<file path="src/rtl/ac97_pkg.sv">
// Shared constants for the AC97 command scheduler: codec register indices,
// the power-up init ROM and the scheduler state encoding.
package ac97_pkg;

   localparam logic [6:0] MASTER_VOL  = 7'h02;
   localparam logic [6:0] PCM_OUT_VOL = 7'h18;
   localparam logic [6:0] REC_SEL     = 7'h1A;
   localparam logic [6:0] LINE_IN_VOL = 7'h10;

   localparam int unsigned INIT_LEN = 4;

   localparam logic [1:0] StWaitRdy  = 2'd0;
   localparam logic [1:0] StInit     = 2'd1;
   localparam logic [1:0] StIdle     = 2'd2;
   localparam logic [1:0] StWaitStat = 2'd3;

   typedef struct packed {
      logic [6:0]  addr;
      logic [15:0] data;
   } init_entry_t;

   function automatic init_entry_t init_entry(input logic [2:0] idx);
      init_entry_t e;
      case (idx)
         3'd0:    e = '{addr: MASTER_VOL,  data: 16'h0000};
         3'd1:    e = '{addr: PCM_OUT_VOL, data: 16'h0808};
         3'd2:    e = '{addr: REC_SEL,     data: 16'h0404};
         3'd3:    e = '{addr: LINE_IN_VOL, data: 16'h0808};
         default: e = '{addr: 7'h00,       data: 16'h0000};
      endcase
      return e;
   endfunction

endpackage

</file>
<file path="src/rtl/ac97_rr_arbiter.sv">
// Round-robin arbiter: grants the first active request at or after ptr_i,
// wrapping around to index 0.
module ac97_rr_arbiter #(
   parameter int unsigned NUM_REQ = 2,
   parameter int unsigned IdxW    = 1
) (
   input  logic [NUM_REQ-1:0] req_i,
   input  logic [IdxW-1:0]    ptr_i,
   output logic [NUM_REQ-1:0] gnt_o,
   output logic [IdxW-1:0]    idx_o,
   output logic               any_o
);

   logic found;

   always_comb begin
      gnt_o = '0;
      idx_o = '0;
      found = 1'b0;
      // First pass covers ptr..NUM_REQ-1, second pass wraps to 0..ptr-1.
      for (int i = 0; i < NUM_REQ; i++) begin
         if (!found && req_i[i] && (i >= int'(ptr_i))) begin
            found    = 1'b1;
            gnt_o[i] = 1'b1;
            idx_o    = IdxW'(i);
         end
      end
      for (int i = 0; i < NUM_REQ; i++) begin
         if (!found && req_i[i]) begin
            found    = 1'b1;
            gnt_o[i] = 1'b1;
            idx_o    = IdxW'(i);
         end
      end
      any_o = found;
   end

endmodule

</file>
<file path="src/rtl/ac97_cmd_scheduler.sv">
// AC97 command slot scheduler: codec power-up init, round-robin sharing of the
// per-frame command slot, and read-status return routing with timeout.
module ac97_cmd_scheduler
   import ac97_pkg::*;
#(
   parameter int unsigned NUM_REQ        = 2,
   parameter int unsigned TIMEOUT_FRAMES = 4
) (
   input  logic                  fclk,
   input  logic                  freset,
   input  logic                  fFrameStart,
   input  logic                  fCodecReady,
   input  logic                  fStatValid,
   input  logic [6:0]            fStatAddr,
   input  logic [15:0]           fStatData,
   output logic                  fCmdValid,
   output logic                  fCmdRead,
   output logic [6:0]            fCmdAddr,
   output logic [15:0]           fCmdData,
   input  logic [NUM_REQ-1:0]    fReq,
   input  logic [NUM_REQ-1:0]    fReqRead,
   input  logic [7*NUM_REQ-1:0]  fReqAddr,
   input  logic [16*NUM_REQ-1:0] fReqData,
   output logic [NUM_REQ-1:0]    fAck,
   output logic [NUM_REQ-1:0]    fRdValid,
   output logic [15:0]           fRdData,
   output logic                  fInitDone,
   output logic                  fTimeout
);

   localparam int unsigned IdxW = (NUM_REQ > 1) ? $clog2(NUM_REQ) : 1;
   localparam int unsigned TmoW = $clog2(TIMEOUT_FRAMES + 1);
   localparam logic [IdxW-1:0] LastIdx  = IdxW'(NUM_REQ - 1);
   localparam logic [TmoW-1:0] TmoLast  = TmoW'(TIMEOUT_FRAMES - 1);
   localparam logic [2:0]      InitLast = 3'(INIT_LEN);

   logic [1:0]         state_q, state_d;
   logic [2:0]         idx_q, idx_d;
   logic [IdxW-1:0]    ptr_q, ptr_d;
   logic [TmoW-1:0]    tcnt_q, tcnt_d;
   logic [6:0]         pend_addr_q, pend_addr_d;
   logic [IdxW-1:0]    pend_g_q, pend_g_d;
   logic               cmd_valid_q, cmd_valid_d;
   logic               cmd_read_q, cmd_read_d;
   logic [6:0]         cmd_addr_q, cmd_addr_d;
   logic [15:0]        cmd_data_q, cmd_data_d;
   logic [NUM_REQ-1:0] ack_q, ack_d;
   logic [NUM_REQ-1:0] rd_valid_q, rd_valid_d;
   logic [15:0]        rd_data_q, rd_data_d;
   logic               init_done_q, init_done_d;
   logic               timeout_q, timeout_d;

   logic [NUM_REQ-1:0] gnt;
   logic [IdxW-1:0]    gnt_idx;
   logic               gnt_any;
   logic               stat_hit;
   logic [NUM_REQ-1:0] pend_onehot;
   init_entry_t        rom;

   ac97_rr_arbiter #(
      .NUM_REQ (NUM_REQ),
      .IdxW    (IdxW)
   ) u_arb (
      .req_i (fReq),
      .ptr_i (ptr_q),
      .gnt_o (gnt),
      .idx_o (gnt_idx),
      .any_o (gnt_any)
   );

   assign stat_hit    = fStatValid && (fStatAddr == pend_addr_q);
   assign pend_onehot = NUM_REQ'(1) << pend_g_q;
   assign rom         = init_entry(idx_q);

   always_comb begin
      state_d     = state_q;
      idx_d       = idx_q;
      ptr_d       = ptr_q;
      tcnt_d      = tcnt_q;
      pend_addr_d = pend_addr_q;
      pend_g_d    = pend_g_q;
      cmd_valid_d = cmd_valid_q;
      cmd_read_d  = cmd_read_q;
      cmd_addr_d  = cmd_addr_q;
      cmd_data_d  = cmd_data_q;
      ack_d       = '0;
      rd_valid_d  = '0;
      rd_data_d   = rd_data_q;
      init_done_d = init_done_q;
      timeout_d   = 1'b0;

      // Losing codec ready overrides everything, including a coincident status match.
      if (fFrameStart && (state_q != StWaitRdy) && !fCodecReady) begin
         {cmd_valid_d, cmd_read_d, cmd_addr_d, cmd_data_d} = '0;
         init_done_d = 1'b0;
         idx_d       = '0;
         state_d     = StWaitRdy;
         if (state_q == StWaitStat) begin
            rd_data_d  = 16'hFFFF;
            rd_valid_d = pend_onehot;
            timeout_d  = 1'b1;
         end
      end else begin
         case (state_q)
            StWaitRdy: begin
               if (fFrameStart && fCodecReady) begin
                  idx_d   = '0;
                  state_d = StInit;
               end
            end
            StInit: begin
               if (fFrameStart) begin
                  if (idx_q < InitLast) begin
                     cmd_valid_d = 1'b1;
                     cmd_read_d  = 1'b0;
                     cmd_addr_d  = rom.addr;
                     cmd_data_d  = rom.data;
                     idx_d       = idx_q + 3'd1;
                  end else begin
                     {cmd_valid_d, cmd_read_d, cmd_addr_d, cmd_data_d} = '0;
                     init_done_d = 1'b1;
                     state_d     = StIdle;
                  end
               end
            end
            StIdle: begin
               if (fFrameStart) begin
                  if (gnt_any) begin
                     ack_d       = gnt;
                     cmd_valid_d = 1'b1;
                     cmd_read_d  = fReqRead[gnt_idx];
                     cmd_addr_d  = fReqAddr[7*int'(gnt_idx) +: 7];
                     cmd_data_d  = fReqRead[gnt_idx] ? 16'h0000
                                                     : fReqData[16*int'(gnt_idx) +: 16];
                     ptr_d       = (gnt_idx == LastIdx) ? '0 : gnt_idx + IdxW'(1);
                     if (fReqRead[gnt_idx]) begin
                        pend_addr_d = fReqAddr[7*int'(gnt_idx) +: 7];
                        pend_g_d    = gnt_idx;
                        tcnt_d      = '0;
                        state_d     = StWaitStat;
                     end
                  end else begin
                     {cmd_valid_d, cmd_read_d, cmd_addr_d, cmd_data_d} = '0;
                  end
               end
            end
            default: begin
               if (fFrameStart) begin
                  {cmd_valid_d, cmd_read_d, cmd_addr_d, cmd_data_d} = '0;
               end
               if (stat_hit) begin
                  rd_data_d  = fStatData;
                  rd_valid_d = pend_onehot;
                  state_d    = StIdle;
               end else if (fFrameStart) begin
                  tcnt_d = tcnt_q + TmoW'(1);
                  if (tcnt_q == TmoLast) begin
                     rd_data_d  = 16'hFFFF;
                     rd_valid_d = pend_onehot;
                     timeout_d  = 1'b1;
                     state_d    = StIdle;
                  end
               end
            end
         endcase
      end
   end

   always_ff @(posedge fclk or posedge freset) begin
      if (freset) begin
         state_q     <= StWaitRdy;
         idx_q       <= '0;
         ptr_q       <= '0;
         tcnt_q      <= '0;
         pend_addr_q <= '0;
         pend_g_q    <= '0;
         cmd_valid_q <= 1'b0;
         cmd_read_q  <= 1'b0;
         cmd_addr_q  <= '0;
         cmd_data_q  <= '0;
         ack_q       <= '0;
         rd_valid_q  <= '0;
         rd_data_q   <= '0;
         init_done_q <= 1'b0;
         timeout_q   <= 1'b0;
      end else begin
         state_q     <= state_d;
         idx_q       <= idx_d;
         ptr_q       <= ptr_d;
         tcnt_q      <= tcnt_d;
         pend_addr_q <= pend_addr_d;
         pend_g_q    <= pend_g_d;
         cmd_valid_q <= cmd_valid_d;
         cmd_read_q  <= cmd_read_d;
         cmd_addr_q  <= cmd_addr_d;
         cmd_data_q  <= cmd_data_d;
         ack_q       <= ack_d;
         rd_valid_q  <= rd_valid_d;
         rd_data_q   <= rd_data_d;
         init_done_q <= init_done_d;
         timeout_q   <= timeout_d;
      end
   end

   assign fCmdValid = cmd_valid_q;
   assign fCmdRead  = cmd_read_q;
   assign fCmdAddr  = cmd_addr_q;
   assign fCmdData  = cmd_data_q;
   assign fAck      = ack_q;
   assign fRdValid  = rd_valid_q;
   assign fRdData   = rd_data_q;
   assign fInitDone = init_done_q;
   assign fTimeout  = timeout_q;

endmodule

</file>
<file path="config.mk">
export PLATFORM = sky130hd
export DESIGN_NAME = ac97_cmd_scheduler
export DESIGN_NICKNAME = d
export VERILOG_FILES = /design/src/rtl/ac97_pkg.sv /design/src/rtl/ac97_rr_arbiter.sv /design/src/rtl/ac97_cmd_scheduler.sv
export SDC_FILE = /design/constraint.sdc
export NUM_CORES = 1
export LEC_CHECK = 0
export BUFFER_PORTS_ARGS = -buffer_cell sky130_fd_sc_hd__buf_4
export CORE_MARGIN = 10
export CORE_UTILIZATION = 35
export CTS_BUF_LIST = sky130_fd_sc_hd__clkbuf_2
export CTS_CLUSTER_DIAMETER = 60
export DETAILED_ROUTE_END_ITERATION = 8
export GPL_ROUTABILITY_DRIVEN = 0
export PLACE_DENSITY = 0.63
export SYNTH_ARGS = -nofsm -noshare
export SYNTH_HDL_FRONTEND = slang
export SYNTH_SLANG_ARGS = --single-unit
</file>
<file path="constraint.sdc">
create_clock -name fclk -period 4.3 [get_ports fclk]
set_input_delay 0 -clock fclk [delete_from_list [all_inputs] [get_ports fclk]]
set_output_delay 0 -clock fclk [all_outputs]
set_load 0.05 [all_outputs]
</file>
Word-level counts from Yosys, hierarchy flattened
Cells that the tools add are included.
{"block": "op_classes", "n_addsub": 3, "n_mul": 1, "n_div": 0, "order_cmp": 3, "n_eq_ne": 22, "shift": 3, "muxes": 87, "n_bitwise": 2, "reduce_logical": 32}
{"op": "$mux W16", "n": 13}
{"op": "$pmux W21 S4", "n": 1}
{"op": "$pmux W16 S3", "n": 1}
{"op": "$mux W7", "n": 6}
{"op": "$mux W2", "n": 20}
{"op": "$shiftx A32 B6 Y16", "n": 1}
{"op": "$mux W1", "n": 31}
{"op": "$mux W3", "n": 9}
{"op": "$ne A3 B3 Y1 const B", "n": 7}
{"op": "$pmux W7 S3", "n": 1}
{"op": "$shiftx A14 B5 Y7", "n": 1}
{"op": "$pmux W3 S2", "n": 2}
{"op": "$reduce_and A4 Y1", "n": 3}
{"op": "$eq A3 B2 Y1 const B", "n": 3}
{"op": "$reduce_bool A3 Y1", "n": 3}
{"op": "$logic_and A1 B1 Y1", "n": 8}
{"op": "$ne A2 B2 Y1 const B", "n": 4}
{"op": "$reduce_and A8 Y1", "n": 1}
{"op": "$eq A7 B7 Y1", "n": 1}
{"op": "$add A3 B1 Y3 const B", "n": 2}
{"op": "$ne A2 B1 Y1 const B", "n": 3}
{"op": "$pmux W2 S3", "n": 1}
{"op": "$reduce_and A6 Y1", "n": 1}
{"op": "$reduce_bool A2 Y1", "n": 3}
{"op": "other kinds (22)", "n": 27}
{"block": "word_totals", "ff_bits": 64, "latchBits": 0, "ramBits": 0, "mem_bits_ro": 0, "input_bits": 78, "out_inout_bits": 47, "elab_cells": 168, "mem_count": 0}

Longest topological paths before layout
Gate-level depths: netlist of the first run.
{"block": "depth", "depth_word": 19, "ltp_mapped": 9, "depth_no_buf": 7}

Modules after synthesis
A second synthesis of the first run with hierarchy kept.
{"block": "unflattened", "hier_cells": 323, "hier_area_um2": 3295.7}
{"module": "ac97_cmd_scheduler", "instances": 1, "cells_per_inst": 318, "area_per_inst_um2": 3263.1, "seq_area_each_um2": 1601.5}
{"module": "ac97_rr_arbiter", "instances": 1, "cells_per_inst": 5, "area_per_inst_um2": 32.5, "seq_area_each_um2": 0.0}

Least setup slack after synthesis of the first run
Ideal clock, no wire load.
{"block": "synth_path", "path_kind": "reg2reg", "start": "reg state_q[0]", "end": "reg cmd_data_q[0] (netlist: fCmdData[0])", "setup_time_ns": 0.074, "arrival_time_ns": 1.716, "required_time_ns": 4.226, "slack_ns": 2.510, "path_stages_with_launch": 10, "path_buffers": 2, "synth_period_minus_slack_ns": 1.790, "cell_sequence": "dfrtp_1 inv_1 ha_1 o21ai_2 nor2_4 nand3_4 or2_1 buf_6 buf_12 o21ai_2"}
{"block": "synth_between", "elab_chain_len": 5, "word_cells_on_any_way": 11, "classes_between": "eq/ne (3); mux (2); reduce/logical (6)"}
{"element": "start, declared", "line": "ac97_cmd_scheduler.sv:37", "rtl": "logic [1:0] state_q, state_d;"}
{"element": "start signal, assigned", "line": "ac97_cmd_scheduler.sv:171", "rtl": "state_q <= StWaitRdy;"}
{"element": "start signal, assigned", "line": "ac97_cmd_scheduler.sv:187", "rtl": "state_q <= state_d;"}
{"element": "$reduce_bool A2 Y1", "line": "ac97_cmd_scheduler.sv:93", "rtl": "if (fFrameStart && (state_q != StWaitRdy) && !fCodecReady) begin"}
{"element": "$logic_and A1 B1 Y1 (2 in a row)", "line": "ac97_cmd_scheduler.sv:93"}
{"element": "$ne A2 B2 Y1 (no line) or $reduce_bool A2 Y1 (tied branches)"}
{"element": "$reduce_and A2 Y1 (no line)"}
{"element": "end signal, assigned", "line": "ac97_cmd_scheduler.sv:196", "rtl": "cmd_data_q <= cmd_data_d;"}
{"element": "end, declared", "line": "ac97_cmd_scheduler.sv:46", "rtl": "logic [15:0] cmd_data_q, cmd_data_d;"}
Parallel ways exist; a longest one is shown, timed or not.
A chain may end at the register's enable or synchronous reset.

Worst setup path in the final report of the first run
{"block": "layout_path", "start": "reg ptr_q", "end": "reg pend_addr_q[1]"}
{"block": "layout_between", "elab_chain_len": 15, "word_cells_on_any_way": 20, "classes_between": "mul (1); order compare (1); shift (1); mux (9); reduce/logical (8)"}
{"element": "start, declared", "line": "ac97_cmd_scheduler.sv:39", "rtl": "logic [IdxW-1:0] ptr_q, ptr_d;"}
{"element": "start signal, assigned", "line": "ac97_cmd_scheduler.sv:189", "rtl": "ptr_q <= ptr_d;"}
{"element": "$ge A1 B1 Y1 *", "line": "ac97_rr_arbiter.sv:22", "rtl": "if (!found && req_i[i] && (i >= int'(ptr_i))) begin"}
{"element": "$logic_and A1 B1 Y1 *", "line": "ac97_rr_arbiter.sv:22"}
{"element": "$mux W1 *", "line": "ac97_rr_arbiter.sv:22"}
{"element": "branches (longest 12 deep; another with $mul A3 B1 Y4)"}
{"element": "end signal, assigned", "line": "ac97_cmd_scheduler.sv:191", "rtl": "pend_addr_q <= pend_addr_d;"}
{"element": "end, declared", "line": "ac97_cmd_scheduler.sv:41", "rtl": "logic [6:0] pend_addr_q, pend_addr_d;"}
Mark *: on every way between the ends. The select of a mux whose other input is x is not followed.

==> impl_results.html, run 1 <==
<table>
<tr><th>Metric</th><th>Value</th></tr>
<tr><th colspan="2">STA</th></tr>
<tr><td>RSZ-0062 raised after global routing</td><td>false</td></tr>
<tr><td>Final slew viol count</td><td>0</td></tr>
<tr><td>Count of endpoints failing hold in the final timing report</td><td>0</td></tr>
<tr><td>Max frequency</td><td>338.1 MHz</td></tr>
<tr><td>Clock skew</td><td>26.61 ps</td></tr>
<tr><td>Post-route setup TNS</td><td>0 ps</td></tr>
<tr><td>Post-layout minimum cycle time</td><td>2958 ps</td></tr>
<tr><td>Final count of negative-setup-slack endpoints</td><td>0</td></tr>
<tr><td>Worst rel slew slack</td><td>24.85%</td></tr>
<tr><td>Smallest hold slack</td><td>58.62 ps</td></tr>
<tr><td>Share of the clock period used by the worst path after layout</td><td>68.79%</td></tr>
<tr><td>Actual slew at the worst max-slew pin</td><td>1120 ps</td></tr>
<tr><th colspan="2">Drt</th></tr>
<tr><td>Final routed wirelength across all metal layers</td><td>9.808 mm</td></tr>
<tr><td>Detail-routed via count per cell</td><td>4.862</td></tr>
<tr><td>Vias</td><td>between 2000 and 3000</td></tr>
<tr><td>DR WL met3</td><td>762 um</td></tr>
<tr><td>Met2 Routed Length</td><td>4.861 mm</td></tr>
<tr><td>Length of the first detailed-routing pass in iterations</td><td>5</td></tr>
<tr><td>Avg WL per Cell</td><td>between 15 and 20 um</td></tr>
<tr><td>Max layer used</td><td>met4</td></tr>
<tr><td>DR iter-0 viols</td><td>159</td></tr>
<tr><td>Remaining antenna violation count</td><td>0</td></tr>
<tr><td>WL met1</td><td>4.084 mm</td></tr>
<tr><td>DRC violation count after routing</td><td>0</td></tr>
<tr><th colspan="2">Critical path</th></tr>
<tr><td>Required arrival time at the worst endpoint</td><td>about 4700 ps</td></tr>
<tr><td>Endpoint type of the worst setup path</td><td>flop</td></tr>
<tr><td>Critical path arrival</td><td>3330 ps</td></tr>
<tr><td>Highest net fanout along the worst path</td><td>25</td></tr>
<tr><td>Critical Path Start Type</td><td>flop</td></tr>
<tr><td>Worst setup slack for register-to-register paths</td><td>approximately 1300 ps</td></tr>
<tr><td>R2R Path End</td><td>pend_addr_q[1]</td></tr>
<tr><td>Critical setup path kind</td><td>reg2reg</td></tr>
<tr><td>Length in cells of the worst reg-to-reg path</td><td>5</td></tr>
<tr><td>R2r startpoint</td><td>ptr_q</td></tr>
<tr><th colspan="2">Cells and area</th></tr>
<tr><td>Layout cells sized above 1</td><td>33.67%</td></tr>
<tr><td>Area delta synth-&gt;final</td><td>56.91%</td></tr>
<tr><td>Count of antenna diodes in the layout</td><td>0</td></tr>
<tr><td>Number of nets in the layout</td><td>581</td></tr>
<tr><th colspan="2">Logic synthesis</th></tr>
<tr><td>Xor and xnor area share after synthesis</td><td>1.896%</td></tr>
<tr><td>Largest family of logic cells by synthesized area</td><td>compound AO/OA/AOI/OAI gates</td></tr>
<tr><td>Simple-gate area share of the yosys netlist</td><td>10.99%</td></tr>
<tr><td>Number of enable-type register cells in the synthesized netlist</td><td>0</td></tr>
<tr><td>Most frequently used cell type in the post-synthesis netlist</td><td>sky130_fd_sc_hd__dfrtp_1</td></tr>
<tr><td>Total standard cell area after synthesis</td><td>3234 um^2</td></tr>
<tr><td>Primary flip-flop cell chosen by synthesis mapping</td><td>sky130_fd_sc_hd__dfrtp_1</td></tr>
<tr><td>Adder and majority cell fraction of the synthesized area</td><td>roughly 4.6%</td></tr>
<tr><td>Nets in the synthesized netlist</td><td>383</td></tr>
<tr><td>Gate count after technology mapping</td><td>293</td></tr>
<tr><td>Fraction of post-synthesis cell area in the top cell type by area</td><td>49.52%</td></tr>
<tr><td>Number of unique standard cell types used by synthesis</td><td>43</td></tr>
<tr><td>Library cell with the largest summed area after synthesis</td><td>sky130_fd_sc_hd__dfrtp_1</td></tr>
<tr><td>Yosys synthesis warning count</td><td>0</td></tr>
<tr><td>Portion of netlist area occupied by mux cells</td><td>under 10%</td></tr>
<tr><td>Synthesis-stage register bit count</td><td>64</td></tr>
<tr><td>Top area cells in the synthesized netlist</td><td>sky130_fd_sc_hd__dfrtp_1 (50%), sky130_fd_sc_hd__mux2i_1 (8.4%), sky130_fd_sc_hd__ha_1 (4.6%)</td></tr>
<tr><td>Most frequent cells after synthesis</td><td>sky130_fd_sc_hd__dfrtp_1 (64), sky130_fd_sc_hd__nand2_1 (29), sky130_fd_sc_hd__mux2i_1 (27)</td></tr>
<tr><td>Syn Area/Cell</td><td>11.04 um^2</td></tr>
<tr><td>Async set-reset flop share out of synthesis</td><td>100.0%</td></tr>
<tr><td>Sequential share of the synthesized area</td><td>49.52%</td></tr>
<tr><td>Synthesized-area fraction occupied by ao, oa, aoi and oai cells</td><td>18.41%</td></tr>
<tr><th colspan="2">GRT</th></tr>
<tr><td>Global routing usage summed across all routing layers</td><td>14.96%</td></tr>
<tr><td>Number of global-route vias before repair</td><td>between 3000 and 4000</td></tr>
<tr><td>Wire length of the first global-routing pass</td><td>16.13 mm</td></tr>
<tr><td>Number of antenna violations at the first check in global routing</td><td>0</td></tr>
<tr><td>Largest net degree at the start of global routing</td><td>65</td></tr>
<tr><td>Final global-route overflow total</td><td>0</td></tr>
<tr><th colspan="2">Power and ir drop</th></tr>
<tr><td>Leakage</td><td>approximately 2.4 nW</td></tr>
<tr><td>Areal power density over the cells</td><td>539.0 nW/um^2</td></tr>
<tr><td>Design Power</td><td>2.735 mW</td></tr>
<tr><td>Largest vdd supply drop</td><td>0.0002448 V</td></tr>
<tr><th colspan="2">Die</th></tr>
<tr><td>Area of the core</td><td>9109 um^2</td></tr>
<tr><td>Die Span Y</td><td>about 120 um</td></tr>
<tr><td>Width of the chip</td><td>~120 um</td></tr>
<tr><td>Top-level I/O count</td><td>around 130</td></tr>
<tr><td>Initial cell density of the core</td><td>35.51%</td></tr>
<tr><td>Die footprint</td><td>13490 um^2</td></tr>
<tr><td>Number of core rows</td><td>35</td></tr>
<tr><th colspan="2">CTS</th></tr>
<tr><td>Number of buffers added by the clock tree synthesis step</td><td>9</td></tr>
<tr><td>Post-CTS setup buffer count</td><td>0</td></tr>
<tr><td>Cell chosen for the clock root</td><td>sky130_fd_sc_hd__clkbuf_2</td></tr>
<tr><td>CTS-repair resized insts</td><td>0</td></tr>
<tr><td>Maximum clock insertion buffer count</td><td>2</td></tr>
<tr><td>TritonCTS clock tree</td><td>done</td></tr>
<tr><td>CTS H-tree depth</td><td>3</td></tr>
<tr><td>Clock transition at the registers of the reported paths</td><td>180 ps</td></tr>
<tr><td>Insertion delay to the later sink of the worst-skew pair</td><td>470 ps</td></tr>
<tr><td>Clock Sink Count</td><td>64</td></tr>
<tr><th colspan="2">Job</th></tr>
<tr><td>Max-Cap Viols</td><td>0</td></tr>
<tr><th colspan="2">Min path</th></tr>
<tr><td>Min-Delay Endpoint</td><td>fCmdRead</td></tr>
<tr><td>Classification of the worst-slack hold path</td><td>in2reg</td></tr>
<tr><td>Worst Hold Depth</td><td>4</td></tr>
<tr><td>Beginning of the worst hold path</td><td>fReq[0]</td></tr>
<tr><th colspan="2">Placement</th></tr>
<tr><td>Number of buffer cells added on primary ports</td><td>roughly 120</td></tr>
<tr><td>HPWL reported at the end of detailed placement</td><td>6.712 mm</td></tr>
<tr><th colspan="2">Outcome</th></tr>
<tr><td>Outcome</td><td>finished, final reports clean</td></tr>
</table>
[placed cells by master (no fill, tap or decap), drive strengths merged, types with 3 or more instances in the layout]
cell type	instances
a21oi	12
xnor2	7
nand2	29
clkbuf	10
nand3	4
dfrtp	64
mux2i	27
ha	12
o21ai	32
inv	13
o22a	16
o221ai	4
o211ai	3
buf	125
clkinv	4
nor2	27
dlygate4sd3	75
nor2b	5
[state kept, by name, indices dropped and copies added, names as in the netlist]
name,count
fAck,2
fCmdAddr,7
fCmdData,16
fCmdRead,1
fCmdValid,1
fInitDone,1
fRdData,16
fRdValid,2
fTimeout,1
idx_q,3
pend_addr_q,7
pend_g_q,1
ptr_q,1
state_q,2
tcnt_q,3
[critical path: stages (launching register included)]
cell,delay (ps)
sky130_fd_sc_hd__dfrtp_1,480
sky130_fd_sc_hd__o21ai_4,820
sky130_fd_sc_hd__mux2i_1,290
sky130_fd_sc_hd__dlygate4sd3_1,630
sky130_fd_sc_hd__a21oi_1,80
sky130_fd_sc_hd__dlygate4sd3_1,570
[cell families after synthesis]
group                      count (synthesis)
muxes                                     29
DFF                                       64
adders and majority gates                 12
xor gates and xnor gates                   7
buffers and inverters                     26
AOI/OAI and AO/OA                         81
and+or+nand+nor                           74
[metal layers]
| metal | vias up | track usage, % |
|---|---|---|
| met3 | 6 | 5.547 |
| met1 | 1407 | 17.24 |
| met2 | 91 | 24.95 |
| met5 | - | 0 |
| li1 | 1447 | - |
| met4 | 0 | 5.338 |
[per-stage QoR]
| step | cell area (um^2) | utilization [%] | std cells | setup slack, ps |
|---|---|---|---|---|
| 2_1_floorplan | 3234 | - | 293 | 2510 |
| 3_3_place_gp | 4190 | 46.00 | 516 | 1994 |
| 3_5_place_dp | 4190 | 46.00 | 516 | 1863 |
| 4_1_cts | 5075 | 55.71 | 607 | 1371 |
| 5_1_grt | 5075 | 55.71 | 607 | 1201 |
| 6_report | 5075 | 55.71 | 607 | 1342 |
[worst max-delay path by stage]
stage / startpoint / endpoint / slack, ps / cells after the start
after global placement: state_q[0] / fRdData[1] / 1990 / 5
final: ptr_q / pend_addr_q[1] / 1340 / 5
after floorplan: state_q[0] / fCmdData[0] / 2510 / 9
after CTS: ptr_q / pend_addr_q[1] / 1370 / 5
after global routing: ptr_q / pend_addr_q[1] / 1200 / 5
after detailed placement: state_q[0] / fCmdData[5] / 1860 / 7
[report_power, final]
part	switching [mW]	total (mW)	internal, mW
clock	0.224	0.418	0.194
combinational	0.828	1.40	0.575
sequential	0.133	0.915	0.783
total	1.18	2.74	1.55
[cell type report]
cell class | instances | area, um^2
Clock buffer | 10 | 50.05
Tap cell | 111 | 138.9
Fill cell | 788 | 4034
Sequential cell | 64 | 1602
Inverter | 13 | 48.80
Timing Repair Buffer | 200 | 1689
Clock inverter | 6 | 83.83
Multi-Input combinational cell | 203 | 1463
[timing repair]
item / CTS / global route
endpoints found under the hold margin: 122 / 0
endpoints found under the setup margin: 0 / 0
hold buffers: 75 / 0
Power figures use the tool's default switching activity.
==> inputs of run 2 (changes only) <==
PLACE_DENSITY = 0.65   (was 0.63)
clock period = 2.7 ns   (was 4.3 ns; I/O delays follow)
==> impl_results.html, run 2 (synthesized netlist as in run 1, its figures left out) <==
<table>
<tr><th>Metric</th><th>Value</th></tr>
<tr><th colspan="2">Outcome</th></tr>
<tr><td>Outcome</td><td>finished, final reports clean</td></tr>
<tr><th colspan="2">Min path</th></tr>
<tr><td>Worst Hold Depth</td><td>5 (+1)</td></tr>
<tr><td>Classification of the worst-slack hold path</td><td>in2reg</td></tr>
<tr><td>Min-Delay Endpoint</td><td>fTimeout</td></tr>
<tr><td>Beginning of the worst hold path</td><td>fStatValid</td></tr>
<tr><th colspan="2">Die</th></tr>
<tr><td>Initial cell density of the core</td><td>35.51% (unchanged)</td></tr>
<tr><td>Top-level I/O count</td><td>125 (unchanged)</td></tr>
<tr><td>Width of the chip</td><td>116.1 um (unchanged)</td></tr>
<tr><td>Die footprint</td><td>13490 um^2 (unchanged)</td></tr>
<tr><td>Area of the core</td><td>9109 um^2 (unchanged)</td></tr>
<tr><td>Number of core rows</td><td>35 (unchanged)</td></tr>
<tr><td>Die Span Y</td><td>116.1 um (unchanged)</td></tr>
<tr><th colspan="2">Critical path</th></tr>
<tr><td>Highest net fanout along the worst path</td><td>25 (unchanged)</td></tr>
<tr><td>Critical setup path kind</td><td>reg2reg</td></tr>
<tr><td>Length in cells of the worst reg-to-reg path</td><td>6 (+1)</td></tr>
<tr><td>R2r startpoint</td><td>ptr_q</td></tr>
<tr><td>Worst setup slack for register-to-register paths</td><td>160 ps (-1180 ps)</td></tr>
<tr><td>Endpoint type of the worst setup path</td><td>flop</td></tr>
<tr><td>Crit path largest cell delay</td><td>620 ps (-200 ps)</td></tr>
<tr><td>Worst path slowest cell</td><td>sky130_fd_sc_hd__dlygate4sd3_1</td></tr>
<tr><td>R2R Path End</td><td>pend_addr_q[2]</td></tr>
<tr><td>Required arrival time at the worst endpoint</td><td>3080 ps (-1590 ps)</td></tr>
<tr><td>Critical path arrival</td><td>2920 ps (-410 ps)</td></tr>
<tr><td>Critical Path Source</td><td>ptr_q</td></tr>
<tr><td>Cell seen most often among critical-path stages</td><td>sky130_fd_sc_hd__dlygate4sd3_1</td></tr>
<tr><td>Worst path cell trace</td><td>o21ai_4 &gt; buf_6 &gt; mux2i_1 &gt; dlygate4sd3_1 &gt; a21oi_1 &gt; dlygate4sd3_1</td></tr>
<tr><td>Critical Path Start Type</td><td>flop</td></tr>
<tr><th colspan="2">STA</th></tr>
<tr><td>Final count of negative-setup-slack endpoints</td><td>0 (unchanged)</td></tr>
<tr><td>Actual slew at the worst max-slew pin</td><td>1085 ps (-34.60 ps)</td></tr>
<tr><td>Count of endpoints failing hold in the final timing report</td><td>0 (unchanged)</td></tr>
<tr><td>Clock skew</td><td>20.62 ps (-5.992 ps)</td></tr>
<tr><td>Worst rel slew slack</td><td>27.17% (+2.3 points)</td></tr>
<tr><td>Max frequency</td><td>393.9 MHz (+17%)</td></tr>
<tr><td>RSZ-0062 raised after global routing</td><td>false</td></tr>
<tr><td>Share of the clock period used by the worst path after layout</td><td>94.02% (+25 points)</td></tr>
<tr><td>Final slew viol count</td><td>0 (unchanged)</td></tr>
<tr><td>Post-layout minimum cycle time</td><td>2539 ps (-419.4 ps)</td></tr>
<tr><td>Post-route setup slack</td><td>161.4 ps (-1181 ps)</td></tr>
<tr><td>Post-route setup TNS</td><td>0 ps (unchanged)</td></tr>
<tr><th colspan="2">Placement</th></tr>
<tr><td>Dpl cell area</td><td>4213 um^2 (+0.54%)</td></tr>
<tr><td>HPWL reported at the end of detailed placement</td><td>6.974 mm (+3.9%)</td></tr>
<tr><td>Setup Slack @ Placement</td><td>490.2 ps (-1373 ps)</td></tr>
<tr><td>Number of buffer cells added on primary ports</td><td>124 (unchanged)</td></tr>
<tr><th colspan="2">Drt</th></tr>
<tr><td>DR iter-0 viols</td><td>138 (-13%)</td></tr>
<tr><td>Detail-routed via count per cell</td><td>4.819 (-0.87%)</td></tr>
<tr><td>Length of the first detailed-routing pass in iterations</td><td>4 (-1)</td></tr>
<tr><td>Final routed wirelength across all metal layers</td><td>9.671 mm (-1.4%)</td></tr>
<tr><td>Remaining antenna violation count</td><td>0 (unchanged)</td></tr>
<tr><td>DRC violation count after routing</td><td>0 (unchanged)</td></tr>
<tr><td>Avg WL per Cell</td><td>15.91 um (-1.6%)</td></tr>
<tr><td>Vias</td><td>2930 (-0.71%)</td></tr>
<tr><th colspan="2">GRT</th></tr>
<tr><td>Number of global-route vias before repair</td><td>3199 (-1.1%)</td></tr>
<tr><td>Global routing usage summed across all routing layers</td><td>14.49% (-0.47 points)</td></tr>
<tr><td>Largest net degree at the start of global routing</td><td>31 (-52%)</td></tr>
<tr><td>Number of antenna violations at the first check in global routing</td><td>0 (unchanged)</td></tr>
<tr><td>Final global-route overflow total</td><td>0 (unchanged)</td></tr>
<tr><td>Wire length of the first global-routing pass</td><td>15.46 mm (-4.2%)</td></tr>
<tr><th colspan="2">Cells and area</th></tr>
<tr><td>Commonest non-fill, non-tap cells in the layout</td><td>sky130_fd_sc_hd__buf_4 (129), sky130_fd_sc_hd__dlygate4sd3_1 (71), sky130_fd_sc_hd__dfrtp_1 (64)</td></tr>
<tr><td>Number of nets in the layout</td><td>583 (+0.34%)</td></tr>
<tr><td>Sequential cell area</td><td>1602 um^2 (unchanged)</td></tr>
<tr><td>Layout Utilization</td><td>55.30% (-0.41 points)</td></tr>
<tr><td>Area delta synth-&gt;final</td><td>55.74%</td></tr>
<tr><td>Count of antenna diodes in the layout</td><td>0 (unchanged)</td></tr>
<tr><td>Fill cell count</td><td>782 (-0.76%)</td></tr>
<tr><td>Layout cells sized above 1</td><td>34.21% (+0.54 points)</td></tr>
<tr><td>Fin area</td><td>5037 um^2 (-0.74%)</td></tr>
<tr><td>Total area of multi-input combinational cells</td><td>1463 um^2 (unchanged)</td></tr>
<tr><td>Leading cell type in the layout, fill and taps excluded</td><td>sky130_fd_sc_hd__buf_4</td></tr>
<tr><th colspan="2">CTS</th></tr>
<tr><td>Insertion delay to the later sink of the worst-skew pair</td><td>490 ps (+20 ps)</td></tr>
<tr><td>TritonCTS clock tree</td><td>done</td></tr>
<tr><td>CTS H-tree depth</td><td>3 (unchanged)</td></tr>
<tr><td>Clock transition at the registers of the reported paths</td><td>170 ps (about the same)</td></tr>
<tr><td>Cell chosen for the clock root</td><td>sky130_fd_sc_hd__clkbuf_2</td></tr>
<tr><td>Clock Sink Count</td><td>64 (unchanged)</td></tr>
<tr><td>Maximum clock insertion buffer count</td><td>2 (unchanged)</td></tr>
<tr><td>Number of buffers added by the clock tree synthesis step</td><td>9 (unchanged)</td></tr>
<tr><th colspan="2">Power and ir drop</th></tr>
<tr><td>Switching power of the nets</td><td>1.841 mW (+55%)</td></tr>
<tr><td>Leakage</td><td>2.430 nW (-0.74%)</td></tr>
<tr><td>Part of the total power dissipated in the clock network</td><td>10.7% (-4.6 points)</td></tr>
<tr><td>Internal Power</td><td>2.265 mW (+46%)</td></tr>
<tr><td>Largest vdd supply drop</td><td>0.0003137 V (+28%)</td></tr>
<tr><td>Sw Ratio</td><td>44.83% (+1.5 points)</td></tr>
<tr><td>Fraction of power consumed by sequential logic</td><td>35.5% (+2.0 points)</td></tr>
<tr><td>Areal power density over the cells</td><td>815.1 nW/um^2 (+51%)</td></tr>
<tr><td>Share of total power in combinational logic</td><td>53.9% (+2.6 points)</td></tr>
<tr><th colspan="2">Job</th></tr>
<tr><td>Max-Cap Viols</td><td>0 (unchanged)</td></tr>
</table>
-- run 2: worst max path at each step --
stage / endpoint / depth (start not counted)
floorplan: fCmdData[1] / 9
finish: pend_addr_q[2] / 6
detailed placement: fCmdData[5] / 7
CTS: pend_addr_q[6] / 6
global placement: fCmdData[7] / 7
global route: pend_addr_q[2] / 6
-- run 2: power groups by stage --
stage | clock network (mW) | logic, mW | registers (mW)
after floorplan | 0 | 0.874 | 2.05
after global placement | 0 | 2.01 | 1.47
after detailed placement | 0 | 2.04 | 1.48
after CTS | 0.461 | 2.21 | 1.46
after global routing | 0.507 | 2.39 | 1.50
final | 0.438 | 2.21 | 1.46
-- run 2: per-layer routing --
layer / part of all wire (%) / wire length, um / vias to the layer above / global-route usage, %
met5: 0 / 0 / - / 0
met4: 1.5 / 142 / 0 / 4.754
met3: 8.1 / 783 / 12 / 5.547
met2: 52 / 5032 / 85 / 25.56
met1: 38 / 3714 / 1393 / 15.61
li1: - / - / 1440 / -
-- run 2: cell type report --
class / count / area share, %
multi-input cells: 203 / 29.04
clock inverters: 5 / 0.4968
well taps: 111 / 2.757
flip-flops and latches: 64 / 31.79
repair buffers: 202 / 33.95
inverters: 13 / 0.9687
clock buffers: 10 / 0.9935
-- run 2: stage by stage --
step / hold slack [ps] / power [mW] / cells
after floorplan: 84.71 / 2.923 / 293
after global placement: 77.72 / 3.475 / 519
after detailed placement: 89.45 / 3.522 / 519
after CTS: 1.739 / 4.135 / 605
after global routing: 29.27 / 4.396 / 608
final: 47.26 / 4.106 / 608
-- run 2: what timing repair did --
item / 4_1_cts / 5_1_grt
hold endpoints to repair: 86 / 0
endpoints found under the setup margin: 0 / 4
resized for setup: 0 / 1
hold buffers: 71 / 0
setup buffers: 0 / 3
-- run 2: critical path, delay by kind of cell (launching register included) --
kind                   cells  cell delay (ps)
flip-flops                 1              470
AO/OA/AOI/OAI              2              250
buffers and inverters      3             1460
multiplexers               1              260
